[src/rtl/sensor_conditioner.sv]
// Sensor front-end for the smart-home state controller.
// Four debounced switch channels and a stability filter on the 7-bit temperature bus.
// All outputs are registered. sens_change pulses for one cycle after any output changes.

// One switch channel: a 2-flop synchroniser followed by a run-length debouncer.
// The output only follows the synchronised input once the two have differed
// for DB_CYCLES consecutive edges. Any cycle of agreement restarts the count.
module sensor_switch_db #(
   parameter int DB_CYCLES = 16
) (
   input  logic clk,
   input  logic rst,
   input  logic raw,
   output logic db_out,
   output logic flip
);

   localparam int             CW       = $clog2(DB_CYCLES + 1);
   localparam logic [CW-1:0]  CNT_LAST = CW'(DB_CYCLES - 1);

   logic          s1;
   logic          s2;
   logic [CW-1:0] cnt;

   // Output flips at this edge; the top level uses it to build sens_change.
   assign flip = (s2 != db_out) && (cnt == CNT_LAST);

   // Two-stage synchroniser for the asynchronous, possibly bouncing, raw input.
   always_ff @(posedge clk) begin
      if (rst) begin
         s1 <= 1'b0;
         s2 <= 1'b0;
      end else begin
         s1 <= raw;
         s2 <= s1;
      end
   end

   // Disagreement run counter. It is cleared whenever the output flips, so it
   // never passes DB_CYCLES-1 and cannot wrap.
   always_ff @(posedge clk) begin
      if (rst) begin
         cnt    <= '0;
         db_out <= 1'b0;
      end else if (s2 == db_out) begin
         cnt <= '0;
      end else if (flip) begin
         db_out <= s2;
         cnt    <= '0;
      end else begin
         cnt <= cnt + CW'(1);
      end
   end

endmodule

// Temperature bus filter. The bus crosses the clock domain as a whole word,
// so individual bits are not trusted. A value is only accepted after the
// two-stage register has shown the same word for ST_STABLE consecutive edges.
module sensor_temp_filter #(
   parameter int         ST_STABLE = 8,
   parameter logic [6:0] ST_RESET  = 7'd60
) (
   input  logic       clk,
   input  logic       rst,
   input  logic [6:0] raw,
   output logic [6:0] st,
   output logic       st_valid,
   output logic       st_change
);

   localparam int            SW_     = $clog2(ST_STABLE + 1);
   localparam logic [SW_-1:0] S_LAST = SW_'(ST_STABLE - 1);

   logic [6:0]     t1;
   logic [6:0]     t2;
   logic [SW_-1:0] scnt;
   logic           stable;
   logic           load;

   assign stable    = (t2 == t1);
   assign load      = stable && (scnt == S_LAST);
   // Rewriting ST with the value it already holds is not a change.
   assign st_change = load && (t2 != st);

   // Two-stage bus register.
   always_ff @(posedge clk) begin
      if (rst) begin
         t1 <= '0;
         t2 <= '0;
      end else begin
         t1 <= raw;
         t2 <= t1;
      end
   end

   // Stability counter. It saturates at S_LAST, so while the bus stays
   // constant ST is reloaded every cycle with the same value.
   always_ff @(posedge clk) begin
      if (rst) begin
         scnt <= '0;
      end else if (!stable) begin
         scnt <= '0;
      end else if (scnt != S_LAST) begin
         scnt <= scnt + SW_'(1);
      end
   end

   // Filtered output register. It holds the neutral value until the first accepted sample.
   always_ff @(posedge clk) begin
      if (rst) begin
         st       <= ST_RESET;
         st_valid <= 1'b0;
      end else if (load) begin
         st       <= t2;
         st_valid <= 1'b1;
      end
   end

endmodule

// Top level: four switch channels and one temperature channel, with no
// interaction between them, plus the shared change pulse.
module sensor_conditioner #(
   parameter int         DB_CYCLES = 16,
   parameter int         ST_STABLE = 8,
   parameter logic [6:0] ST_RESET  = 7'd60
) (
   input  logic       clk,
   input  logic       Rst,
   input  logic       SFD_raw,
   input  logic       SRD_raw,
   input  logic       SW_raw,
   input  logic       SFA_raw,
   input  logic [6:0] ST_raw,
   output logic       SFD,
   output logic       SRD,
   output logic       SW,
   output logic       SFA,
   output logic [6:0] ST,
   output logic       ST_valid,
   output logic       sens_change
);

   logic [3:0] sw_raw;
   logic [3:0] sw_out;
   logic [3:0] sw_flip;
   logic       st_change;

   assign sw_raw = {SFA_raw, SW_raw, SRD_raw, SFD_raw};

   for (genvar i = 0; i < 4; i++) begin : g_sw
      sensor_switch_db #(
         .DB_CYCLES (DB_CYCLES)
      ) u_db (
         .clk    (clk),
         .rst    (Rst),
         .raw    (sw_raw[i]),
         .db_out (sw_out[i]),
         .flip   (sw_flip[i])
      );
   end

   assign SFD = sw_out[0];
   assign SRD = sw_out[1];
   assign SW  = sw_out[2];
   assign SFA = sw_out[3];

   sensor_temp_filter #(
      .ST_STABLE (ST_STABLE),
      .ST_RESET  (ST_RESET)
   ) u_temp (
      .clk       (clk),
      .rst       (Rst),
      .raw       (ST_raw),
      .st        (ST),
      .st_valid  (ST_valid),
      .st_change (st_change)
   );

   // One pulse for any number of simultaneous output changes. Reset itself never pulses.
   always_ff @(posedge clk) begin
      if (Rst) begin
         sens_change <= 1'b0;
      end else begin
         sens_change <= (|sw_flip) || st_change;
      end
   end

endmodule
[config.mk]
export PLATFORM = sky130hd
export DESIGN_NAME = sensor_conditioner
export DESIGN_NICKNAME = d
export VERILOG_FILES = /design/src/rtl/sensor_conditioner.sv
export SDC_FILE = /design/constraint.sdc
export NUM_CORES = 1
export LEC_CHECK = 0
export CORE_ASPECT_RATIO = 0.9
export CORE_MARGIN = 2
export CORE_UTILIZATION = 55
export CTS_CLUSTER_SIZE = 16
export DETAILED_ROUTE_END_ITERATION = 10
export PLACE_DENSITY = 0.79
export SLEW_MARGIN = 10
export SYNTH_ARGS = -nofsm -noshare
export SYNTH_HDL_FRONTEND = slang
export SYNTH_SLANG_ARGS = --single-unit
[constraint.sdc]
create_clock -name clk -period 3.26 [get_ports clk]
set_input_delay 0.978 -clock clk [delete_from_list [all_inputs] [get_ports clk]]
set_output_delay 0.978 -clock clk [all_outputs]
set_load 0.005 [all_outputs]
# --- Word level (Yosys, flattened, before mapping) ---
# Cells that the tools add are included.
word_totals:
  regBits: 59
  latchBits: 0
  ramBits: 0
  rom_bits: 0
  out_inout_bits: 13
  word_cells: 65
  n_memories: 0
op_classes:
  n_addsub: 5
  mul: 0
  n_div: 0
  order_cmp: 0
  n_eq_ne: 16
  n_shift: 0
  n_mux: 0
  bitwise: 5
  reduce_logical: 17
op_table:
  columns: ["cell", "count"]
  rows:
  - ["adder 5 x 1 -> 5 bit (second input constant)", 4]
  - ["equality test 5 x 4 -> 1 bit (second input constant)", 4]
  - ["OR reduction 3 bit", 4]
  - ["AND reduction 2 bit", 4]
  - ["equality test 7 bit", 1]
  - ["inequality test 7 bit", 1]
  - ["logical AND 1 bit", 6]
  - ["NOT 1 bit", 5]
  - ["adder 4 x 1 -> 4 bit (second input constant)", 1]
  - ["equality test 1 bit", 4]
  - ["equality test 4 x 3 -> 1 bit (second input constant)", 1]
  - ["inequality test 1 bit", 4]
  - ["inequality test 4 x 3 -> 1 bit (second input constant)", 1]
  - ["OR reduction 4 bit", 1]
  - ["OR reduction 2 bit", 1]
  - ["logical OR 1 bit", 1]

# --- Longest topological paths before layout ---
depth:
  ltp_word: 4
  mapped_depth: 7

# --- Hierarchy ---
# Synthesis repeated with hierarchy kept, for this count alone.
hier_totals:
  hier_cells: 222
  area_unflattened_um2: 2252.2
modules_own_cells:
  columns: ["mod", "instances", "cells_per_inst", "area_per_inst_um2", "seq_area_each_um2"]
  rows:
  - ["sensor_switch_db", 4, 28, 292.8, 160.2]
  - ["sensor_temp_filter", 1, 106, 1047.3, 520.5]
  - ["sensor_conditioner", 1, 4, 33.8, 20.0]

# --- Least setup slack after synthesis ---
# OpenSTA, ideal clock, no wires.
synth_path:
  path_kind: "input to register"
  startpoint: "input Rst"
  endpoint: "register u_temp.scnt[0]"
  t_arrival_ns: 1.780
  setup_slack_ns: 1.415
  cell_stages: 2
  n_path_buf: 0
  path_cell_list: "or4_2 nor2_1"
synth_between:
  elab_chain_cells: 1
synth_rtl:
  columns: ["element", "line", "text"]
  rows:
  - ["start, declared", "130", "input logic Rst,"]
  - ["OR reduction 2 bit (no line)", null, null]
  - ["end signal, assigned", "105", "scnt <= scnt + SW_'(1);"]
  - ["end, declared", "77", "logic [SW_-1:0] scnt;"]
# Every way passes these cells.
# A chain may end at the register's enable or synchronous reset.

# --- Final worst setup path ---
layout_path:
  startpoint: "register u_temp.st[0]"
  endpoint: "output ST[0]"
layout_rtl:
  columns: ["element", "line", "text"]
  rows:
  - ["start, declared", "67", "output logic [6:0] st,"]
  - ["start signal, assigned", "115", "st <= t2;"]
  - ["end, declared", "140", "output logic [6:0] ST,"]
# No word-level cell between the ends.

==> results.py <==
metrics = {
    "global_route": {
        "grt_pass1_vias": 1383,
        "grt_max_degree": 40,
        "grt-ovfl-total": 0,
        "grt_pass1_wl_um": 5810,
        "antenna_found_initial": 0,
        "grt_usage": 0.173,
    },
    "sta": {
        "slew_viol_final": 0,
        "tightest_slew_ns": 0.385,
        "rsz0062_at_grt": "false",
        "finalSetupViolCount": 0,
        "final.min_clock_period_ns": 2.25,
        "max_slew_margin": 0.743,
        "finClkSkew_ns": 0.00573,
        "timing.fmax_mhz": 444,
        "tns_ns": 0,
        "hold_violations": 0,
        "final.period_utilization": 0.691,
        "hold_ws_ns": 0.431,
    },
    "yosys": {
        "ys_types": 25,
        "avgSynthCellArea_sq_um": 10.1,
        "synth.largest_area_cell": "dfxtp_1",
        "yosysSeqAreaShare": 0.542,
        "synth_top_flop_cell": "dfxtp_1",
        "synth-seq-cells": 59,
        "synth_top_area_frac": 0.542,
        "synth_edf_count": 0,
        "syn_area_sq_mm": 0.00218,
        "netlist_top_cells_count": "dfxtp_1, nor2_1, nor2b_1, xnor2_1, inv_1",
        "syn-num-nets": 237,
        "synthArstFlopShare": 0,
        "synth_area_leaders": "dfxtp_1, xnor2_1, nor2b_1, nor2_1, ha_1",
        "synthCells": 215,
        "yosysWarnings": 0,
        "synth_most_common_cell": "dfxtp_1",
    },
    "cts": {
        "clockBufferDepth": 2,
        "clock_sinks": 59,
        "cts_hold_buf": 0,
        "clk-insertion-delay-late_ns": 0.33,
        "path_clk_slew_ns": 0.06,
        "cts_buffers": 9,
        "cts_tree": "yes",
        "cts_resized": 0,
        "root_buffer": "clkbuf_8",
        "htree_levels": 3,
        "cts_setup_buffers": 0,
    },
    "die": {
        "io_pins": 26,
        "coreArea_sq_mm": 0.00376,
        "fp.dieW_um": 70.4,
        "initial_core_util": 0.580,
        "die-area_sq_mm": 0.00449,
        "rows": 21,
        "die_y_um": 63.7,
    },
    "placed_design": {
        "place_congestion": 0.735,
        "hpwl_um": 2230,
        "dp.cells": 282,
        "port_buffers": 25,
    },
    "worst_setup_path": {
        "reg2reg_depth": 5,
        "reg2reg_from": "u_temp.scnt[0]",
        "cp_slowest_cell": "clkdlybuf4s50_1",
        "r2r_slack_ns": 1.32,
        "cp_num_buf_inv": 1,
        "critPathTopFamily": "buffers and inverters",
        "path_cells": "clkdlybuf4s50_1",
        "crit_fanout": 3,
        "r2r-end": "sens_change",
        "critPathArrivalTime_ns": 1.27,
        "start_kind": "flop",
        "crit_required_ns": 2.28,
        "critPathMaxStageDelay_ns": 0.53,
        "setup.worst_path.end_class": "output pin",
        "path_class": "reg2out",
    },
    "worst_hold_path": {
        "min_path_cells": 1,
        "hold_end": "g_sw[0].u_db.s2",
        "min_from": "g_sw[0].u_db.s1",
        "hold_class": "reg2reg",
    },
    "finish": {
        "syn2layout_area_growth_pct": 22.1,
        "antenna_cells": 0,
        "stdcell_count": 298,
        "nets": 269,
        "final_util": 0.709,
        "drive_gt1_frac": 0.0754,
    },
    "drt": {
        "drc": 0,
        "viasPerCell": 4.74,
        "vias": 1413,
        "drt_pre_antenna_iters": 4,
        "dr.first_iter.drc_count": 59,
        "wl_per_cell_um": 10.9,
        "route.final.wire_length_um": 3240,
        "drt.antenna.violating_nets": 0,
    },
    "run": {
        "max-cap-violations": 0,
    },
    "run_status": {
        "outcome": "completed",
    },
    "pwr": {
        "finalPower_mw": 1.43,
        "p_leak_nw": 1.02,
        "power.density_mw_per_mm2": 536,
        "vdd_ir_drop_max_mv": 0.661,
    },
}
[kinds of logic after synthesis]
| group | share of synthesized area |
|---|---|
| muxes | 0.0367 |
| and+or+nand+nor | 0.184 |
| AOI/OAI and AO/OA | 0.0361 |
| adders and majority gates | 0.0516 |
| DFF | 0.542 |
| xor gates and xnor gates | 0.108 |
| buffers and inverters | 0.0413 |
[sequential cells by signal, summed over array words and instances (netlist names)]
register and count:
g_sw.u_db.cnt 20, g_sw.u_db.db_out 4, g_sw.u_db.s1 4, g_sw.u_db.s2 4
sens_change 1, u_temp.scnt 4, u_temp.st 7, u_temp.st_valid 1
u_temp.t1 7, u_temp.t2 7
[worst max-delay path by stage]
stage,slack (ns),depth (start not counted),endpoint,start
2_1_floorplan,1.42,2,u_temp.scnt[0],Rst
3_3_place_gp,0.94,3,u_temp.scnt[0],Rst
3_5_place_dp,0.93,4,g_sw[3].u_db.cnt[2],Rst
4_1_cts,1.00,1,ST[0],u_temp.st[0]
5_1_grt,0.97,1,ST[0],u_temp.st[0]
6_report,1.01,1,ST[0],u_temp.st[0]
[cell usage in the layout, fill, tap and decap left out, drive strengths merged]
| cell | instances |
|---|---|
| a211o | 4 |
| a21oi | 3 |
| a41o | 1 |
| and3 | 4 |
| buf | 1 |
| bufinv | 1 |
| clkbuf | 11 |
| clkdlybuf4s50 | 25 |
| clkinv | 3 |
| clkinvlp | 1 |
| dfxtp | 59 |
| ha | 9 |
| inv | 17 |
| mux2i | 8 |
| nand2 | 1 |
| nand3 | 6 |
| nand3b | 1 |
| nand4 | 1 |
| nor2 | 36 |
| nor2b | 22 |
| nor3 | 1 |
| nor4 | 1 |
| o21ai | 1 |
| o22ai | 2 |
| or3 | 4 |
| or4 | 2 |
| xnor2 | 18 |
| xor2 | 9 |
[power by group]
part           switching [mW]  internal [mW]
combinational          0.0207         0.0307
sequential            0.00960          0.736
clock                   0.263          0.369
[per-stage QoR]
step | setup WS (ns) | instance area, sq um
2_1_floorplan | 1.42 | 2180
3_3_place_gp | 0.939 | 2470
3_5_place_dp | 0.927 | 2470
4_1_cts | 1.00 | 2660
5_1_grt | 0.972 | 2660
6_report | 1.01 | 2660
[layer usage]
layer  GRT usage  wire [um]  share of wire  up-vias
met4      0.0721         56          0.017        0
met5           0          0              0        -
met2       0.268       1490           0.46       25
met3      0.0899        196          0.061        7
li1            -          -              -      755
met1       0.200       1490           0.46      626
[layout make-up]
| type | instances | area, sq um |
|---|---|---|
| clock buffers | 11 | 141 |
| clock inverters | 5 | 52.6 |
| fillers | 288 | 1090 |
| inverters | 17 | 63.8 |
| multi-input cells | 134 | 910 |
| flip-flops and latches | 59 | 1180 |
| well taps | 46 | 57.6 |
| repair buffers | 26 | 258 |
Note: power is estimated with default switching activity, not from simulation.
